[src/rtl/hsv_core_mem_response_queue.sv]
// In-order response tracker for hsv_core mem: matches AXI R/B to issued requests, extends load data.
// Optional feature macro: HSV_MEM_WRITE_ERR_EN adds the sticky write_error output.
module hsv_core_mem_response_queue #(
    parameter int XLEN       = 32,
    parameter int DEPTH      = 4,
    parameter int MAX_POSTED = 8,
    parameter int TAG_W      = 64,
    localparam int SHIFT_W   = $clog2(XLEN / 8)
) (
    input  logic               clk_core,
    input  logic               rst_core_n,
    input  logic               flush,
    input  logic               commit_stall,
    input  logic               in_valid,
    output logic               in_ready,
    input  logic               in_is_read,
    input  logic               in_is_io,
    input  logic [1:0]         in_size,
    input  logic               in_sign_extend,
    input  logic [SHIFT_W-1:0] in_shift,
    input  logic               in_unaligned,
    input  logic [TAG_W-1:0]   in_tag,
    input  logic               dmem_r_valid,
    output logic               dmem_r_ready,
    input  logic [XLEN-1:0]    dmem_r_data,
    input  logic [1:0]         dmem_r_resp,
    input  logic               dmem_b_valid,
    output logic               dmem_b_ready,
    input  logic [1:0]         dmem_b_resp,
    input  logic               commit_mem,
    output logic               out_valid,
    output logic               out_exception,
    output logic               out_writeback,
    output logic [XLEN-1:0]    out_result,
    output logic [TAG_W-1:0]   out_tag
`ifdef HSV_MEM_WRITE_ERR_EN
    ,
    output logic               write_error
`endif
);

    localparam int PTR_W  = $clog2(DEPTH);
    localparam int CNT_W  = PTR_W + 1;
    localparam int POST_W = $clog2(MAX_POSTED + 2 * DEPTH + 1) + 1;

    localparam logic [1:0] SIZE_BYTE  = 2'd0;
    localparam logic [1:0] SIZE_HALF  = 2'd1;
    localparam logic [1:0] SIZE_WORD  = 2'd2;
    localparam logic [1:0] SIZE_DWORD = 2'd3;

    typedef struct packed {
        logic               is_read;
        logic               is_io;
        logic [1:0]         size;
        logic               sign_extend;
        logic [SHIFT_W-1:0] shift;
        logic               unaligned;
        logic [TAG_W-1:0]   tag;
    } entry_t;

    entry_t             entry_mem [DEPTH];
    logic [PTR_W-1:0]   wr_ptr_reg, rd_ptr_reg;
    logic [CNT_W-1:0]   count_reg, count_next;
    logic [CNT_W-1:0]   drain_reg, drain_next;
    logic [POST_W-1:0]  posted_reg, posted_next;

    logic               out_valid_reg, out_exception_reg, out_writeback_reg;
    logic [XLEN-1:0]    out_result_reg;
    logic [TAG_W-1:0]   out_tag_reg;

    entry_t             head;
    logic               head_valid, head_load, head_mem_store, head_io_store, head_done;
    logic               drain_busy, posted_busy;
    logic               enq, deq, r_fire, b_fire;
    logic               drop_r, head_r_fire, posted_b_fire, head_b_fire;
    logic [DEPTH-1:0]   slot_load, slot_store;
    logic [CNT_W-1:0]   flush_loads, flush_stores;
    logic [XLEN-1:0]    shifted, word_ext, load_value;
    logic               unused_inputs;

    assign head           = entry_mem[rd_ptr_reg];
    assign head_valid     = count_reg != '0;
    assign head_load      = head_valid & head.is_read & ~head.unaligned;
    assign head_mem_store = head_valid & ~head.is_read & ~head.is_io & ~head.unaligned;
    assign head_io_store  = head_valid & ~head.is_read & head.is_io & ~head.unaligned;
    assign drain_busy     = drain_reg != '0;
    assign posted_busy    = posted_reg != '0;

    assign in_ready     = (count_reg != CNT_W'(DEPTH)) & ~drain_busy;
    assign dmem_r_ready = drain_busy | (head_load & ~commit_stall);
    assign dmem_b_ready = posted_busy | (head_io_store & ~commit_stall);

    // Beats go to the drain/posted counters first; only with those at zero do they belong to the head.
    assign r_fire        = dmem_r_valid & dmem_r_ready;
    assign b_fire        = dmem_b_valid & dmem_b_ready;
    assign drop_r        = r_fire & drain_busy;
    assign head_r_fire   = r_fire & ~drain_busy;
    assign posted_b_fire = b_fire & posted_busy;
    assign head_b_fire   = b_fire & ~posted_busy;

    always_comb begin
        head_done = 1'b0;
        if (head_valid) begin
            if (head.unaligned)
                head_done = 1'b1;
            else if (head.is_read)
                head_done = dmem_r_valid & ~drain_busy;
            else if (head.is_io)
                head_done = dmem_b_valid & ~posted_busy;
            else
                head_done = posted_reg < POST_W'(MAX_POSTED);
        end
    end

    assign enq = in_valid & in_ready & ~flush;
    assign deq = head_done & ~commit_stall & ~flush;

    // Per-slot classification of live entries that already issued a bus transaction.
    for (genvar gi = 0; gi < DEPTH; gi++) begin : g_slot
        localparam logic [PTR_W-1:0] SLOT = PTR_W'(gi);
        logic [PTR_W-1:0] offset;
        logic             live;
        assign offset         = SLOT - rd_ptr_reg;
        assign live           = {1'b0, offset} < count_reg;
        assign slot_load[gi]  = live & entry_mem[gi].is_read & ~entry_mem[gi].unaligned;
        assign slot_store[gi] = live & ~entry_mem[gi].is_read & ~entry_mem[gi].unaligned;
    end

    always_comb begin
        flush_loads  = '0;
        flush_stores = '0;
        for (int i = 0; i < DEPTH; i++) begin
            flush_loads  = flush_loads + CNT_W'(slot_load[i]);
            flush_stores = flush_stores + CNT_W'(slot_store[i]);
        end
    end

    always_comb begin
        drain_next  = drain_reg - CNT_W'(drop_r);
        posted_next = posted_reg - POST_W'(posted_b_fire);
        count_next  = count_reg + CNT_W'(enq) - CNT_W'(deq);
        if (flush) begin
            // Responses still owed to flushed entries must be absorbed later.
            drain_next  = drain_next + flush_loads - CNT_W'(head_r_fire);
            posted_next = posted_next + POST_W'(flush_stores) - POST_W'(head_b_fire);
            count_next  = '0;
        end else if (deq && head_mem_store) begin
            posted_next = posted_next + POST_W'(1);
        end
    end

    always_ff @(posedge clk_core or negedge rst_core_n) begin
        if (!rst_core_n) begin
            wr_ptr_reg <= '0;
            rd_ptr_reg <= '0;
            count_reg  <= '0;
            drain_reg  <= '0;
            posted_reg <= '0;
        end else begin
            count_reg  <= count_next;
            drain_reg  <= drain_next;
            posted_reg <= posted_next;
            if (flush) begin
                wr_ptr_reg <= '0;
                rd_ptr_reg <= '0;
            end else begin
                if (enq)
                    wr_ptr_reg <= wr_ptr_reg + PTR_W'(1);
                if (deq)
                    rd_ptr_reg <= rd_ptr_reg + PTR_W'(1);
            end
        end
    end

    always_ff @(posedge clk_core) begin
        if (enq)
            entry_mem[wr_ptr_reg] <= {in_is_read, in_is_io, in_size, in_sign_extend,
                                      in_shift, in_unaligned, in_tag};
    end

    assign shifted = dmem_r_data >> {head.shift, 3'b000};

    if (XLEN > 32) begin : g_word_ext
        assign word_ext = {{(XLEN-32){head.sign_extend & shifted[31]}}, shifted[31:0]};
    end else begin : g_word_pass
        assign word_ext = shifted;
    end

    always_comb begin
        load_value = shifted;
        case (head.size)
            SIZE_BYTE:  load_value = {{(XLEN-8){head.sign_extend & shifted[7]}}, shifted[7:0]};
            SIZE_HALF:  load_value = {{(XLEN-16){head.sign_extend & shifted[15]}}, shifted[15:0]};
            SIZE_WORD:  load_value = word_ext;
            SIZE_DWORD: load_value = shifted;
        endcase
    end

    always_ff @(posedge clk_core or negedge rst_core_n) begin
        if (!rst_core_n) begin
            out_valid_reg     <= 1'b0;
            out_exception_reg <= 1'b0;
            out_writeback_reg <= 1'b0;
            out_result_reg    <= '0;
            out_tag_reg       <= '0;
        end else if (flush) begin
            out_valid_reg <= 1'b0;
        end else if (!commit_stall) begin
            out_valid_reg <= deq;
            if (deq) begin
                out_exception_reg <= head.unaligned | (head_load & dmem_r_resp[1])
                                   | (head_io_store & dmem_b_resp[1]);
                out_writeback_reg <= head.is_read;
                out_result_reg    <= head_load ? load_value : '0;
                out_tag_reg       <= head.tag;
            end
        end
    end

    assign out_valid     = out_valid_reg;
    assign out_exception = out_exception_reg;
    assign out_writeback = out_writeback_reg;
    assign out_result    = out_result_reg;
    assign out_tag       = out_tag_reg;

`ifdef HSV_MEM_WRITE_ERR_EN
    // Posted-store errors cannot be tied to an instruction any more, so they only raise a flag.
    logic write_error_reg;
    always_ff @(posedge clk_core or negedge rst_core_n) begin
        if (!rst_core_n)
            write_error_reg <= 1'b0;
        else if (posted_b_fire && dmem_b_resp[1])
            write_error_reg <= 1'b1;
    end
    assign write_error = write_error_reg;
`endif

    assign unused_inputs = ^{commit_mem, dmem_r_resp[0], dmem_b_resp[0]};

    if (XLEN == 32) begin : g_no_dword
        assert property (@(posedge clk_core) disable iff (!rst_core_n)
                         (in_valid && in_ready) |-> (in_size != SIZE_DWORD));
    end

endmodule
[config.mk]
export PLATFORM = sky130hd
export DESIGN_NAME = hsv_core_mem_response_queue
export DESIGN_NICKNAME = d
export VERILOG_FILES = /design/src/rtl/hsv_core_mem_response_queue.sv
export SDC_FILE = /design/constraint.sdc
export NUM_CORES = 1
export LEC_CHECK = 0
export BUFFER_PORTS_ARGS = -buffer_cell sky130_fd_sc_hd__buf_2
export CELL_PAD_IN_SITES_DETAIL_PLACEMENT = 1
export CELL_PAD_IN_SITES_GLOBAL_PLACEMENT = 2
export CORE_MARGIN = 1
export CORE_UTILIZATION = 42
export DETAILED_ROUTE_END_ITERATION = 16
export HOLD_SLACK_MARGIN = 0.03
export PLACE_DENSITY_LB_ADDON = 0.08
export SLEW_MARGIN = 20
export SYNTH_ARGS = -nofsm -noshare
export SYNTH_HDL_FRONTEND = slang
export SYNTH_SLANG_ARGS = --single-unit
[constraint.sdc]
create_clock -name clk_core -period 5.4 [get_ports clk_core]
set_input_delay 0 -clock clk_core [delete_from_list [all_inputs] [get_ports clk_core]]
set_output_delay 0 -clock clk_core [all_outputs]
set_load 0.005 [all_outputs]
==> impl.org, run 1 <==
** Run status
- Run status :: completed

** Placed design
- In this run, placement finished with an instance count of 1646.
- HPWL after detailed placement :: roughly 23000 um
- The congestion estimate from routability-driven global placement came to around 0.74.
- During placement, the flow inserted port buffers numbering between 200 and 250.

** CTS
- After clock tree synthesis, the clock-pin slew on the worst setup and hold paths is around 0.060 ns.
- At the later pin of the worst-skew pair, clock insertion delay measures about 0.57 ns.
- The clock drives ~400 sinks.
- Buffers inserted by post-CTS timing repair :: 0
- TritonCTS built the clock tree.
- Number of clock buffers inserted by TritonCTS :: 45
- H-tree depth :: 2
- In this run the clock root is driven by a clkbuf_16.
- Counting along the longest clock path gives a buffer depth of 3.

** Routing
- Number of vias after detailed routing :: around 9300
- After detailed routing, the average wire length per cell comes to 21.0 um.
- Met3 Wirelength :: ~2100 um
- For this block, wires on met1 add up to 16500 um.
- Topmost layer with routed signal wires :: met5
- Detail-routed via count per cell :: between 5 and 6
- After the first detailed-routing iteration, the DRC count stood at ~430.
- Before antenna repair, the detailed router went through 4 iterations.
- After detailed routing, the met2 layer carries around 19000 um of wire.
- For this block, the routed nets add up to a little under 40000 um of wire.
- Remaining DRCs :: 0
- Once detail routing completed, the nets flagged for antenna violations numbered 0.

** Timing
- The routed design could run at a clock period as short as around 4.4 ns.
- Slew at the pin closest to its max-slew limit :: 0.876 ns
- Setup violations remaining at the end of the flow were counted as 0.
- Final worst path period share :: 0.806
- Relative slew slack :: 0.416
- Adding up every negative setup slack in the final design gives 0 ns.
- Setup repair after global routing left no endpoint under its margin.
- Upper clock frequency limit :: between 200 and 250 MHz
- The number of failing hold endpoints at the final stage was 0.
- Max-slew violations :: 0
- Clock tree skew after final layout :: ~0.013 ns

** Synth
- Async set-reset flop share out of synthesis :: 0.285
- The mapped netlist covers 16500 um^2.
- Synth Net Count :: about 1100
- edfxtp_1 takes more of the synthesized area than any other cell.
- Yosys warning count :: 0
- In the synthesized netlist the dominant register cell turns out to be edfxtp_1.
- Number of library cell types mapped by synthesis :: 43
- Post-Synthesis Mean Instance Area :: approximately 17 um^2
- In this run, synthesis produced a sequential element count of between 400 and 500.
- Cells after synthesis :: approximately 940
- In this run, synthesis inferred approximately 290 flip-flops with an integrated enable.
- Area share of the largest cell type after synthesis :: 0.525
- Area contributors post-synth :: edfxtp_1 (53%), dfrtp_1 (17%), mux4_2 (10%), mux2_2 (4.4%), ha_1 (2.2%)
- Sequential area share after synthesis :: 0.700

** Global route
- GRT overflow :: 0
- Entering global routing, the biggest net connects roughly 110 pins.
- Antenna violations before repair :: 2
- Wire length of the first global-routing pass :: 59100 um
- Number of global-route vias before repair :: just over 10000
- In the global route stage, overall resource usage came out at 0.200.

** Setup path
- Along the worst path, the maximum fanout reaches 37.
- Number of buffers and inverters on the critical path :: 2
- The most critical setup path has its endpoint at posted_reg[5]$_DFF_PN0_.
- Length in cells of the worst reg-to-reg path :: 15
- Startpoint of the worst setup timing path :: rd_ptr_reg[1]$_DFFE_PN0P_
- Worst Path Arrival :: 4.80 ns
- STA classifies the critical path endpoint as a flip-flop.
- On the critical path the largest part of the delay comes from adder cells.
- Counting buffers and inverters, the worst setup path is 15 cells deep.
- STA classifies the critical path startpoint as a flip-flop.
- Peak per-stage delay on the critical path :: about 0.82 ns
- CP max-delay cell :: dfrtp_4
- For flop-to-flop paths, the worst setup slack is about 1.0 ns.
- Data required time of the critical path :: between 5 and 6 ns
- Traced cell by cell, the critical path runs through mux4_2 -> nor4_1 -> nand2_1 -> nor2_1 -> ha_1 -> inv_1 -> fa_1 -> inv_1 -> fa_1 -> nor2b_1 -> o21ai_0 -> a21oi_1 -> nor4_1 -> a311o_1 -> xnor2_1.
- Startpoint of the worst register-to-register path :: rd_ptr_reg[1]$_DFFE_PN0P_
- Critical Setup Path Class :: reg2reg
- Destination of the worst register-to-register timing path :: posted_reg[5]$_DFF_PN0_

** Finish
- Compared with the post-synthesis result, the final layout area differs by 26.7%.
- Number of nets in the layout :: ~1400
- Final core utilization :: 0.540
- The register with the most flip-flops in the layout has 288 of them.
- Leaving out fill and tap cells, the most frequent cell in the layout is edfxtp_1.
- Commonest cells after routing, fill and taps aside :: edfxtp_1 (288), buf_2 (213), dlygate4sd3_1 (118)
- Number of standard cells in the final layout excluding fillers :: 1849
- Layout cells sized above 1 :: 0.335

** Power
- Cell Pwr Density :: 443 nW/um^2
- Maximum vdd ir drop :: roughly 0.00029 V
- Overall power after layout :: roughly 9.2 mW
- The analysis attributes to cell leakage a power of ~8.1 nW.

** Hold path
- The path class of the tightest hold or removal check is in2reg.

** Die
- Die Y-Extent :: 200 um
- The die covers between 40000 and 50000 um^2.
- Horiz. Die Dim :: between 200 and 250 um
- Row generation in the floorplan step produced between 70 and 80 rows.
- Starting density of the core :: 0.426
- Number of I/O pins :: around 220
- Floorplan Core Area :: between 30000 and 40000 um^2

** Flow run
- Max-cap viol count :: 0
cell usage after synthesis, types with 2 or more instances:
| master | count |
|---|---|
| a211oi_1 | 7 |
| a21oi_1 | 18 |
| and2_1 | 5 |
| buf_1 | 4 |
| buf_2 | 10 |
| buf_4 | 10 |
| clkbuf_1 | 17 |
| dfrtp_1 | 115 |
| edfxtp_1 | 288 |
| fa_1 | 7 |
| ha_1 | 29 |
| inv_1 | 34 |
| mux2_2 | 65 |
| mux2i_1 | 34 |
| mux4_2 | 74 |
| nand2_1 | 64 |
| nand2b_1 | 2 |
| nand3_1 | 2 |
| nor2_1 | 49 |
| nor2b_1 | 16 |
| nor3_1 | 4 |
| nor3b_1 | 4 |
| nor4_1 | 2 |
| o21ai_0 | 18 |
| o21ai_1 | 23 |
| or3_1 | 4 |
| xnor2_1 | 19 |
| xor2_1 | 4 |
worst register-to-register path: cells and delay by family (launching register included):
family / cells / cell delay [ns]
xor gates and xnor gates: 1 / 0.13
adders and majority gates: 3 / 1.10
DFF: 1 / 0.82
buffers and inverters: 2 / 0.11
and+or+nand+nor: 5 / 0.91
muxes: 1 / 0.47
AOI/OAI and AO/OA: 3 / 0.70
report_power, final:
group          internal, mW  switching [mW]
Sequential             3.70           0.209
Combinational          1.11            1.06
Clock                  1.92            1.25
Total                  6.73            2.52
cell families (layout without fill, tap and decap cells):
logic type / after synthesis / after routing / synth area share
buffers and inverters: 75 / 462 / 0.0201
other: 0 / 1 / 0
AND/OR/NAND/NOR: 159 / 159 / 0.0441
flip-flops: 403 / 403 / 0.700
adder cells (fa/ha/maj): 36 / 36 / 0.0305
XOR/XNOR: 23 / 23 / 0.0122
multiplexers: 173 / 173 / 0.166
AO/OA/AOI/OAI: 74 / 74 / 0.0267
routing by layer:
metal / up-vias / track usage
met5: - / 0
met4: 2 / 0.0563
met3: 62 / 0.0502
met2: 202 / 0.341
met1: 4747 / 0.254
li1: 4278 / -
repair_timing:
action	4_1_cts	5_1_grt
hold buffers	118	0
endpoints found under the hold margin	410	0
resized for setup	0	0
final cells by class:
type	count	area (um^2)
Tap cell	518	648
Inverter	34	128
Clock inverter	17	243
Timing Repair Buffer	344	2390
Multi-Input combinational cell	465	4630
Antenna cell	1	2.50
Fill cell	3696	17800
Clock buffer	67	1300
Sequential cell	403	11500
per-stage QoR:
| step | cell area (um^2) | setup slack, ns | hold WS (ns) |
|---|---|---|---|
| after global routing | 20900 | 0.675 | 0.132 |
| after floorplan | 16500 | 1.27 | -0.296 |
| after detailed placement | 18100 | 0.974 | 0.136 |
| after CTS | 20900 | 0.969 | 0.0354 |
| after global placement | 18100 | 1.05 | 0.129 |
| final | 20900 | 1.05 | 0.0315 |
worst min-delay path by stage:
| stage | startpoint | end | slack (ns) | cells after the start |
|---|---|---|---|---|
| floorplan | rst_core_n | count_reg[0]$_DFF_PN0_ | -0.30 | 0 |
| global placement | rst_core_n | drain_reg[2]$_DFF_PN0_ | 0.13 | 1 |
| detailed placement | rst_core_n | drain_reg[2]$_DFF_PN0_ | 0.14 | 1 |
| CTS | dmem_r_data[15] | out_result[7]$_DFFE_PN0P_ | 0.04 | 5 |
| global route | dmem_b_valid | posted_reg[0]$_DFF_PN0_ | 0.13 | 6 |
| finish | dmem_r_data[15] | out_result[7]$_DFFE_PN0P_ | 0.03 | 5 |
Power figures use the tool's default switching activity.
==> inputs of run 2 (changes only) <==
clock period = 4.15 ns   (was 5.4 ns; I/O delays follow)
==> run 2 against run 1 <==
Net effect: worst setup slack lost 0.75 ns; highest routed layer unchanged; global-route usage shrank 0.11 points; final area grew 0.15%; clock skew grew 0.0026 ns; critical path type unchanged; core utilization grew 0.081 points; first-iteration DRC count shrank 38%; cell count grew 0.70%; sequential power grew 30%.
==> impl.org, run 2 (synthesis gave the netlist of run 1 again) <==
** Run status
- Run status :: completed

** Finish
- The final standard cell count with taps included and fillers excluded is 1862 (+0.70%).
- Number of nets in the layout :: 1459 (+0.97%)
- From synthesis to final layout, the design area changed by 26.9%.
- Most common cell after layout, fill and taps aside :: edfxtp_1
- Layout cells sized above 1 :: 0.341 (+0.00520)
- The flip-flop count of the largest register after layout was 288 (unchanged).
- Total of fill cells in the finished design :: 3665 (-0.84%)
- The library cells used most frequently in the layout, excluding fill and tap cells, are edfxtp_1 (288), buf_2 (213), dlygate4sd3_1 (118).

** Setup path
- Peak per-stage delay on the critical path :: 0.49 ns (-0.33 ns)
- CP max-delay cell :: fa_1
- Cell chain of the critical path :: inv_1 -> ha_1 -> a21oi_1 -> nor2_1 -> nor2_1 -> or3_1 -> ha_1 -> inv_1 -> fa_1 -> inv_1 -> fa_1 -> nor2b_1 -> o21ai_0 -> a21oi_2 -> nor4_1 -> a311o_1 -> xnor2_1
- Tracing the worst setup path back leads to its startpoint at count_reg[1]$_DFF_PN0_.
- The depth of the most critical reg-to-reg path is 17 (+2).
- In this run the worst setup path terminates at posted_reg[5]$_DFF_PN0_.
- The cell that appears most often on the critical path is inv_1.
- Destination of the worst register-to-register timing path :: posted_reg[5]$_DFF_PN0_
- Critical Setup Path Class :: reg2reg
- Sort of element at the start of the critical path :: flip-flop
- Worst reg2reg setup slack :: 0.30 ns (-0.75 ns)
- The worst register-to-register path begins at count_reg[1]$_DFF_PN0_.
- The required time at the endpoint of the critical path is 4.60 ns (-1.25 ns).
- STA classifies the critical path endpoint as a flip-flop.
- Max Fanout on Critical Path :: 5 (-86%)
- The critical path data arrival time came to 4.30 ns (-0.50 ns).

** CTS
- The insertion delay of the later-clocked pin in the worst-skew pair was 0.57 ns (about the same).
- Number of clock buffers inserted by TritonCTS :: 44 (-2.2%)
- Buffers inserted by post-CTS timing repair :: 0 (unchanged)
- The clock-pin transition on the worst setup and hold timing paths is 0.06 ns (about the same).
- The largest buffer count on any clock path came to 3 (unchanged).
- CTS tree :: done
- The number of H-tree levels came to 2 (unchanged).
- Count of clock tree sinks :: 403 (unchanged)
- CTS placed an instance of clkbuf_16 at the clock tree root.

** Die
- Floorplan Core Area :: 38600 um^2 (unchanged)
- Number of I/O pins :: 218 (unchanged)
- The number of placement rows came to 72 (unchanged).
- The die span in x is 200 um (unchanged).
- Floorplan die area :: 40000 um^2 (unchanged)
- Starting density of the core :: 0.426 (unchanged)
- The die height is 200 um (unchanged).

** Routing
- The highest layer touched by signal routing is met5.
- Detail-routed via count per cell :: 5.04 (+0.32%)
- The sum of met3 wire segment lengths after detailed routing was 1790 um (-15%).
- Routed Wire Length :: 39000 um (+0.69%)
- Number of vias after detailed routing :: 9386 (+1.0%)
- Initial DRC Count :: 264 (-38%)
- The remaining antenna violation count after routing came to 0 (unchanged).
- The routed metal-1 wire length came to 16800 um (+1.5%).
- The detailed-routed wire length on met2 came to 19700 um (+1.9%).
- Post-detailed-route wirelength per cell :: 21.0 um (about the same)
- The remaining design rule violation count is 0 (unchanged).
- Number of detailed-routing iterations run before antenna repair :: 4 (unchanged)

** Hold path
- Type of the tightest min-delay check :: in2reg

** Placed design
- The total of buffers placed on input and output ports is 214 (unchanged).
- The routability-driven placement congestion ratio was 0.761 (+2.4%).
- The instance count after placement with tap cells included was 1661 (+0.91%).
- The post-DP HPWL was 23800 um (+2.7%).
- The worst setup timing slack at the placement stage is 0.0867 ns (-0.887 ns).

** Global route
- GRT overflow :: 0 (unchanged)
- Number of global-route vias before repair :: 10200 (+0.029%)
- The pin count of the biggest net entering global routing is 109 (unchanged).
- The initial antenna violation count is 3 (+1).
- Wire length of the first global-routing pass :: 59300 um (+0.43%)
- Overall track demand over capacity in global routing :: 0.199 (-0.00107)

** Power
- The fraction of power consumed by sequential logic is 0.427 (+0.004).
- Cell-internal power :: 8.54 mW (+27%)
- Fraction of power spent switching nets :: 0.278 (+0.00619)
- The largest vdd supply drop was 0.000393 V (+37%).
- Switching component of the power :: 3.30 mW (+31%)
- Leakage power summed over all cells :: 8.09 nW (+0.27%)
- Cell Pwr Density :: 567 nW/um^2 (+28%)
- Clock network fraction of design power :: 0.325 (-0.017)
- Logic gate share of total power :: 0.248 (+0.013)
- The total chip power is 11.8 mW (+28%).

** Flow run
- Max-cap viol count :: 0 (unchanged)

** Timing
- Upper clock frequency limit :: 260 MHz (+13%)
- Clock tree skew after final layout :: 0.0154 ns (+0.00255 ns)
- Number of hold violations in the final report :: 0 (unchanged)
- The post-route minimum period was 3.85 ns (-0.502 ns).
- Slew at the pin closest to its max-slew limit :: 0.986 ns (+0.111 ns)
- The number of pins with negative max-slew slack in the final report came to 0 (unchanged).
- The headroom to the max-slew limit was 0.342 (-0.0737).
- The total setup violations reported at the end of the flow was 0 (unchanged).
- Setup repair after global routing left no endpoint under its margin.
- Final worst path period share :: 0.927 (+0.122)
- Summed negative setup slack over all endpoints :: 0 ns (unchanged)
- The least setup slack across all paths after layout came to 0.301 ns (-0.748 ns).
- The worst hold slack came to 0.0452 ns (+0.0137 ns).
-- run 2: cell types whose count changed in the layout (fill, tap and decap cells not counted), sizes merged --
cell      delta
buf         +15
clkbuf       -6
clkinv       +4
bufinv       -2
clkinvlp     +1
diode        +1
-- run 2: power groups by stage --
stage | combinational [mW] | sequential, mW | clock (mW)
after CTS | 2.98 | 5.06 | 3.95
after detailed placement | 2.84 | 5.13 | 0
final | 2.93 | 5.06 | 3.85
after global placement | 2.80 | 5.11 | 0
after floorplan | 1.79 | 5.12 | 0
after global routing | 3.31 | 5.12 | 4.06
-- run 2: worst min-delay path by stage --
stage | end | from | cells past startpoint
finish | out_result[3]$_DFFE_PN0P_ | dmem_r_data[11] | 5
global route | out_result[3]$_DFFE_PN0P_ | dmem_r_data[11] | 5
CTS | out_result[7]$_DFFE_PN0P_ | dmem_r_data[15] | 5
detailed placement | posted_reg[5]$_DFF_PN0_ | rst_core_n | 1
global placement | posted_reg[5]$_DFF_PN0_ | rst_core_n | 1
floorplan | count_reg[0]$_DFF_PN0_ | rst_core_n | 0
-- run 2: per-layer routing --
metal | track usage | vias to the layer above
met4 | 0.0616 | 2
met1 | 0.254 | 4843
met3 | 0.0398 | 54
met5 | 0 | -
li1 | - | 4299
met2 | 0.343 | 188
-- run 2: area by class of cell --
cell class	count	area (um^2)	area share
multi-input combinational	465	4650	0.222
clock inverter	20	200	0.00958
clock buffer	61	1210	0.0581
timing repair buffer	359	2520	0.121
sequential	403	11500	0.552
inverter	34	128	0.00611
antenna	2	5.00	0.000239
tap	518	648	0.0310
-- run 2: worst max-delay path: cells and delay by family (launching register included) --
kind	cells	cell delay (ns)
adder cells (fa/ha/maj)	4	1.56
AO/OA/AOI/OAI	4	0.71
AND/OR/NAND/NOR	5	0.66
flip-flops	1	0.39
buffers and inverters	3	0.25
XOR/XNOR	1	0.14
-- run 2: timing repair --
item,in CTS,in global routing
endpoints found under the hold margin,422,0
hold buffers,118,0
gates resized for setup,0,3
endpoints found under the setup margin,0,2
-- run 2: through the flow --
stage | util | cell area (um^2)
2_1_floorplan | - | 16500
3_3_place_gp | 0.473 | 18300
3_5_place_dp | 0.473 | 18300
4_1_cts | 0.540 | 20900
5_1_grt | 0.541 | 20900
6_report | 0.541 | 20900
